$ cat src/rtl/mining_ctrl_pkg.sv
// Shared types and constants for the mining job controller.
package mining_ctrl_pkg;

  typedef enum logic [2:0] {
    REQ_JOB  = 3'd0,
    RECV     = 3'd1,
    DISPATCH = 3'd2,
    MINING   = 3'd3,
    SEND     = 3'd4
  } state_e;

  localparam int JOB_BYTES    = 44;
  localparam int RESULT_BYTES = 5;

  localparam logic [7:0] STATUS_FOUND     = 8'hA5;
  localparam logic [7:0] STATUS_EXHAUSTED = 8'h5A;

endpackage

$ cat src/rtl/mining_job_controller_result_serializer.sv
// Shifts out the 5-byte result frame (status, nonce MSB..LSB) over valid/ready.
module result_serializer
  import mining_ctrl_pkg::*;
(
  input  logic        clk,
  input  logic        rst_n,
  input  logic        load,
  input  logic [7:0]  status,
  input  logic [31:0] nonce,
  input  logic        tx_ready,
  output logic        tx_valid,
  output logic [7:0]  tx_byte,
  output logic        frame_done
);

  logic [8*RESULT_BYTES-1:0] frame_q, frame_d;
  logic [2:0]                idx_q, idx_d;
  logic                      valid_q, valid_d;

  // Frame, byte index and valid flags.
  always_ff @(posedge clk or negedge rst_n) begin
    if (!rst_n) begin
      frame_q <= '0;
      idx_q   <= '0;
      valid_q <= 1'b0;
    end else begin
      frame_q <= frame_d;
      idx_q   <= idx_d;
      valid_q <= valid_d;
    end
  end

  // Load a new frame or advance by one byte on each accepted transfer.
  always_comb begin
    frame_d    = frame_q;
    idx_d      = idx_q;
    valid_d    = valid_q;
    frame_done = valid_q && tx_ready && (idx_q == 3'(RESULT_BYTES - 1));
    if (load) begin
      frame_d = {status, nonce};
      idx_d   = '0;
      valid_d = 1'b1;
    end else if (valid_q && tx_ready) begin
      if (frame_done) begin
        valid_d = 1'b0;
      end else begin
        frame_d = frame_q << 8;
        idx_d   = idx_q + 3'd1;
      end
    end
  end

  // Current byte is always the top of the shift register.
  always_comb begin
    tx_valid = valid_q;
    tx_byte  = frame_q[8*RESULT_BYTES-1 -: 8];
  end

endmodule

$ cat src/rtl/mining_job_controller.sv
// Receives a 44-byte job, starts the nonce cores, collects the first result
// and returns it as a 5-byte frame.
module mining_job_controller
  import mining_ctrl_pkg::*;
#(
  parameter int unsigned NUM_CORES  = 4,
  parameter int unsigned RX_TIMEOUT = 0
) (
  input  logic                    clk,
  input  logic                    rst_n,
  input  logic                    rx_valid,
  input  logic [7:0]              rx_byte,
  input  logic                    rx_abort,
  output logic                    tx_valid,
  input  logic                    tx_ready,
  output logic [7:0]              tx_byte,
  output logic                    request_job,
  output logic [255:0]            job_midstate,
  output logic [95:0]             job_tail,
  output logic                    core_start,
  output logic                    core_stop,
  output logic [NUM_CORES*32-1:0] core_nonce_base,
  input  logic [NUM_CORES-1:0]    core_found,
  input  logic [NUM_CORES*32-1:0] core_nonce,
  input  logic [NUM_CORES-1:0]    core_done,
  output logic [2:0]              current_fsm_state
);

  state_e                   state_q, state_d;
  logic [8*JOB_BYTES-1:0]   job_q, job_d;
  logic [5:0]               count_q, count_d;
  logic [NUM_CORES-1:0]     mask_q, mask_d;
  logic [31:0]              idle_q, idle_d;
  logic                     core_stop_q, core_stop_d;

  logic                     found_any;
  logic [31:0]              found_nonce;
  logic [NUM_CORES-1:0]     mask_or;
  logic                     timeout;
  logic                     load;
  logic [7:0]               load_status;
  logic [31:0]              load_nonce;
  logic                     frame_done;

  // State and datapath registers.
  always_ff @(posedge clk or negedge rst_n) begin
    if (!rst_n) begin
      state_q     <= REQ_JOB;
      job_q       <= '0;
      count_q     <= '0;
      mask_q      <= '0;
      idle_q      <= '0;
      core_stop_q <= 1'b0;
    end else begin
      state_q     <= state_d;
      job_q       <= job_d;
      count_q     <= count_d;
      mask_q      <= mask_d;
      idle_q      <= idle_d;
      core_stop_q <= core_stop_d;
    end
  end

  // Lowest-index core reporting a find wins.
  always_comb begin
    found_any   = 1'b0;
    found_nonce = '0;
    for (int unsigned i = 0; i < NUM_CORES; i++) begin
      if (core_found[i] && !found_any) begin
        found_any   = 1'b1;
        found_nonce = core_nonce[i*32 +: 32];
      end
    end
  end

  // Inter-byte gap watchdog; fires on the RX_TIMEOUT-th consecutive idle cycle.
  always_comb begin
    timeout = (RX_TIMEOUT != 0) && !rx_valid && (idle_q == 32'(RX_TIMEOUT) - 32'd1);
  end

  // Next-state and datapath updates.
  always_comb begin
    state_d     = state_q;
    job_d       = job_q;
    count_d     = count_q;
    mask_d      = mask_q;
    idle_d      = '0;
    core_stop_d = 1'b0;
    load        = 1'b0;
    load_status = STATUS_FOUND;
    load_nonce  = '0;
    mask_or     = mask_q | core_done;
    case (state_q)
      REQ_JOB: begin
        if (rx_valid) begin
          job_d[8*JOB_BYTES-1 -: 8] = rx_byte;
          count_d = 6'd1;
          state_d = RECV;
        end
      end
      RECV: begin
        if (rx_abort || timeout) begin
          count_d = '0;
          state_d = REQ_JOB;
        end else if (rx_valid) begin
          job_d[(JOB_BYTES - 1 - int'(count_q))*8 +: 8] = rx_byte;
          if (count_q == 6'(JOB_BYTES - 1)) begin
            count_d = '0;
            state_d = DISPATCH;
          end else begin
            count_d = count_q + 6'd1;
          end
        end else begin
          idle_d = idle_q + 32'd1;
        end
      end
      DISPATCH: begin
        mask_d  = '0;
        state_d = MINING;
      end
      MINING: begin
        // Found beats exhaustion, which beats a host preempt.
        if (found_any) begin
          load        = 1'b1;
          load_status = STATUS_FOUND;
          load_nonce  = found_nonce;
          core_stop_d = 1'b1;
          state_d     = SEND;
        end else if (&mask_or) begin
          mask_d      = mask_or;
          load        = 1'b1;
          load_status = STATUS_EXHAUSTED;
          state_d     = SEND;
        end else begin
          mask_d = mask_or;
          if (rx_valid) begin
            core_stop_d = 1'b1;
            job_d[8*JOB_BYTES-1 -: 8] = rx_byte;
            count_d = 6'd1;
            state_d = RECV;
          end
        end
      end
      SEND: begin
        if (frame_done) state_d = REQ_JOB;
      end
      default: state_d = REQ_JOB;
    endcase
  end

  // Outputs decoded from registers only.
  always_comb begin
    request_job       = (state_q == REQ_JOB);
    core_start        = (state_q == DISPATCH);
    core_stop         = core_stop_q;
    current_fsm_state = state_q;
    job_midstate      = job_q[8*JOB_BYTES-1 -: 256];
    job_tail          = job_q[95:0];
  end

  // Each core gets an equal, disjoint slice of the 32-bit nonce space.
  always_comb begin
    core_nonce_base = '0;
    for (int unsigned i = 0; i < NUM_CORES; i++) begin
      core_nonce_base[i*32 +: 32] = 32'((64'(i) << 32) / 64'(NUM_CORES));
    end
  end

  result_serializer u_result_serializer (
    .clk        (clk),
    .rst_n      (rst_n),
    .load       (load),
    .status     (load_status),
    .nonce      (load_nonce),
    .tx_ready   (tx_ready),
    .tx_valid   (tx_valid),
    .tx_byte    (tx_byte),
    .frame_done (frame_done)
  );

endmodule

$ cat config.mk
export PLATFORM = sky130hd
export DESIGN_NAME = mining_job_controller
export DESIGN_NICKNAME = d
export VERILOG_FILES = /design/src/rtl/mining_ctrl_pkg.sv /design/src/rtl/mining_job_controller_result_serializer.sv /design/src/rtl/mining_job_controller.sv
export SDC_FILE = /design/constraint.sdc
export NUM_CORES = 1
export LEC_CHECK = 0
export CORE_AREA = 4 4 249 251
export DETAILED_ROUTE_END_ITERATION = 8
export DIE_AREA = 0 0 253 255
export DONT_BUFFER_PORTS = 1
export PLACE_DENSITY = 0.54
export SLEW_MARGIN = 0
export SYNTH_ARGS = -nofsm -noshare
export SYNTH_HDL_FRONTEND = slang
export SYNTH_SLANG_ARGS = --single-unit
$ cat constraint.sdc
create_clock -name clk -period 4.49 [get_ports clk]
set_input_delay 0.6735 -clock clk [delete_from_list [all_inputs] [get_ports clk]]
set_output_delay 0.6735 -clock clk [all_outputs]
set_load 0.05 [all_outputs]
==> results.toml <==
[placement]
place.port_buffers = 0
placed_cell_areas_sq_mm = 0.0202
place.gp.congestion = 0.868
hpwl_um = 46800
post_place_setup_slack_ps = 57.0

[floorplan]
floorplan.core_area_sq_mm = 0.0599
pin_count = 644
num_rows = 90
die_h_um = 255
die-width_um = 253
starting_density_pct = 32.8
design.die.area_sq_mm = 0.0645

[detailed_routing]
avgViaCountPerCell = 5.24
drt_iter0_markers = 870
postRouteAntennaNets = 0
drt_first_pass_iters = 5
routed_wire_length_per_instance_um = 25.7
dr_total_vias = 13200
route.final.wire_length_um = 65000
detail_route.drc_violations = 0

[sta]
period_minus_slack_ps = 4190
worst_hold_slack_ps = -217
setup_repair_after_global_routing_missed_its_margin = "false"
final-hold-violation-count = 353
maxClockFrequency_mhz = 239
finalClockSkew_ps = 21.3
fin_crit_share_pct = 93.3
setup-violations-final = 0
final.setup.tns_ps = 0
worst_pin_slew_ps = 1230
final_critical_path_setup_slack_ps = 302
timing.slew.headroom_pct = 17.5
slew_violations = 0

[logic_synthesis]
synth-xor-area-share_pct = 0.910
synth_top_area_share_pct = 52.2
synthesized_area_fraction_occupied_by_ao_oa_aoi_and_oai_cells_pct = 8.61
post_synthesis_sequential_element_count = 410
synth_adder_area_share_pct = 0.827
postSynthAreaPerCell_sq_um = 11.5
main_combinational_cell_family_by_area_after_synthesis = "multiplexers"
mapped_area_sq_mm = 0.0197
yosysSeqAreaShare_pct = 52.2
synth.yosys.warnings = 0
muxShareOfSynthArea_pct = 18.4
synthSimpleGateAreaFrac_pct = 11.4
synth_enable_flop_cells = 0
dominantRegCellSynth = "dfrtp_1"
syn-instance-count = 1709
postSynth.asyncResetShare_pct = 100
synth_area_leader_cell = "dfrtp_1"
post_synth_num_cell_types = 65
synth.area.top_cells = "dfrtp_1 52%, mux2_2 17%, buf_4 5.2%, nor2_1 3.6%, o21ai_0 2.7%"

[layout]
final_design_area_excluding_fillers_sq_mm = 0.0219
nets = 1876
layout-drive-gt1-share_pct = 28.5
most-common-layout-cells = "410 x dfrtp_1, 299 x mux2_2, 190 x nor2_1, 128 x conb_1, 108 x o21ai_0"
layout.cells.most_common = "dfrtp_1"
count_of_inserted_antenna_diode_cells = 0
area.growth.synth_to_final_pct = 11.3

[min_path]
worstHoldPathType = "in -> async"

[worst_setup_path]
crit_top_cell = "ha_1"
start_kind = "flip-flop"
critical_path_arrival_ps = 4620
rr_worst_depth = 12
reg2reg_setup_slack_ps = 300
reg2reg_to = "job_q[141]"
cell_breakdown_of_the_critical_path = "inv_1, ha_1, nor3_4, nand2_1, ha_1, nor4b_1, nand3_1, nand2_2, nand3_2, buf_4, or4_1, o41ai_1"
endpoint_kind = "flip-flop"
critPathSlowestCell = "or4_1"
worstPathBufferInverterCount = 2
slowest_delay_ps = 570
worst_setup_path_class = "reg -> reg"
critical-path-top-delay-family = "simple AND/OR/NAND/NOR gates"
critPathMaxFanout = 10
worstReg2RegStart = "count_q[2]"
worst_ep_required_time_ps = 4920

[pwr]
worst_ir_drop_vdd_uv = 317
cellLeakagePower_nw = 10.4
cellPowerDensity_mw_per_mm2 = 531
power.total_mw = 11.6

[clock_network]
tritoncts = "built"
clock_path_buffers = 3
cts.reportedPaths.clkPinSlew_ps = 70
cts-root-buf = "clkbuf_16"
htree_num_levels = 2
cts_inserted_buffers = 47
clkLatencyLatePin_ps = 580
cts.sinks = 410

[grt]
number_of_global_route_vias_before_repair = 13500
grt_max_degree = 411
grt_pass1_wl_um = 93300
globalRouteOverflowTotal = 0
number_of_antenna_violations_at_the_first_check_in_global_routing = 0
grt_util_all_layers_pct = 19.1

[status]
failing_checks = "negative hold slack"
outcome = "finished with violations"

[job]
max-cap-violations = 0
-- Yosys cell counts, drive strengths merged (17+ instances only) --
cell type and n:
buf 150, mux2 313, a22oi 32, nand3 31, o21ai 109, and2 17
inv 18, nor2 196, clkbuf 83, o21a 24, nor3 53, nand2 78
a221oi 33, dfrtp 410
-- power by group --
part	internal [mW]	total [mW]	switching [mW]	leakage [nW]
clock network	2.53	4.14	1.62	0.819
logic	0.749	2.53	1.78	4.00
registers	4.04	4.95	0.914	5.56
total	7.31	11.6	4.31	10.4
-- kinds of logic after synthesis --
group,count (synthesis)
flip-flops,410
buffers and inverters,251
XOR/XNOR,14
multiplexers,323
AND/OR/NAND/NOR,442
AO/OA/AOI/OAI,254
other,2
adder cells (fa/ha/maj),13
-- state kept, by name (all words and copies together) (netlist names) --
name	flops
job_q	352
u_result_serializer.frame_q	40
count_q	6
mask_q	4
current_fsm_state	3
u_result_serializer.idx_q	3
core_stop	1
u_result_serializer.tx_valid	1
-- timing repair --
action / CTS / global route
hold endpoints to repair: 410 / 410
gates resized for setup: 0 / 2
setup buffers: 0 / 3
endpoints found under the setup margin: 0 / 178
-- worst max-delay path by stage --
| stage | from | endpoint | slack [ps] | cells after the start |
|---|---|---|---|---|
| after floorplan | count_q[2] | job_q[168] | 650 | 14 |
| after CTS | count_q[2] | job_q[288] | 40 | 12 |
| after global placement | count_q[2] | job_q[289] | 130 | 12 |
| after global routing | count_q[2] | job_q[141] | 40 | 13 |
| after detailed placement | count_q[2] | job_q[288] | 60 | 12 |
| final | count_q[2] | job_q[141] | 300 | 12 |
-- stage by stage --
step,instances,hold WS (ps),util [%]
3_5_place_dp,2444,389,33.7
2_1_floorplan,1835,378,-
4_1_cts,2526,-252,36.5
5_1_grt,2529,-244,36.5
6_report,2529,-217,36.5
3_3_place_gp,2444,389,33.7
-- metal layers --
| layer | track usage [%] | wire length (um) | vias to the layer above |
|---|---|---|---|
| li1 | - | - | 5796 |
| met1 | 23.2 | 25600 | 6894 |
| met2 | 33.0 | 32600 | 457 |
| met3 | 5.62 | 5010 | 101 |
| met4 | 5.48 | 1820 | 0 |
| met5 | 0 | 0 | - |
-- area by class of cell --
cell class / instances / area, sq um
fillers: 5903 / 38000
repair buffers: 63 / 473
inverters: 18 / 67.6
multi-input cells: 1174 / 8420
well taps: 782 / 978
clock inverters: 22 / 329
clock buffers: 60 / 1350
flip-flops and latches: 410 / 10300
Note: power is estimated with default switching activity, not from simulation.
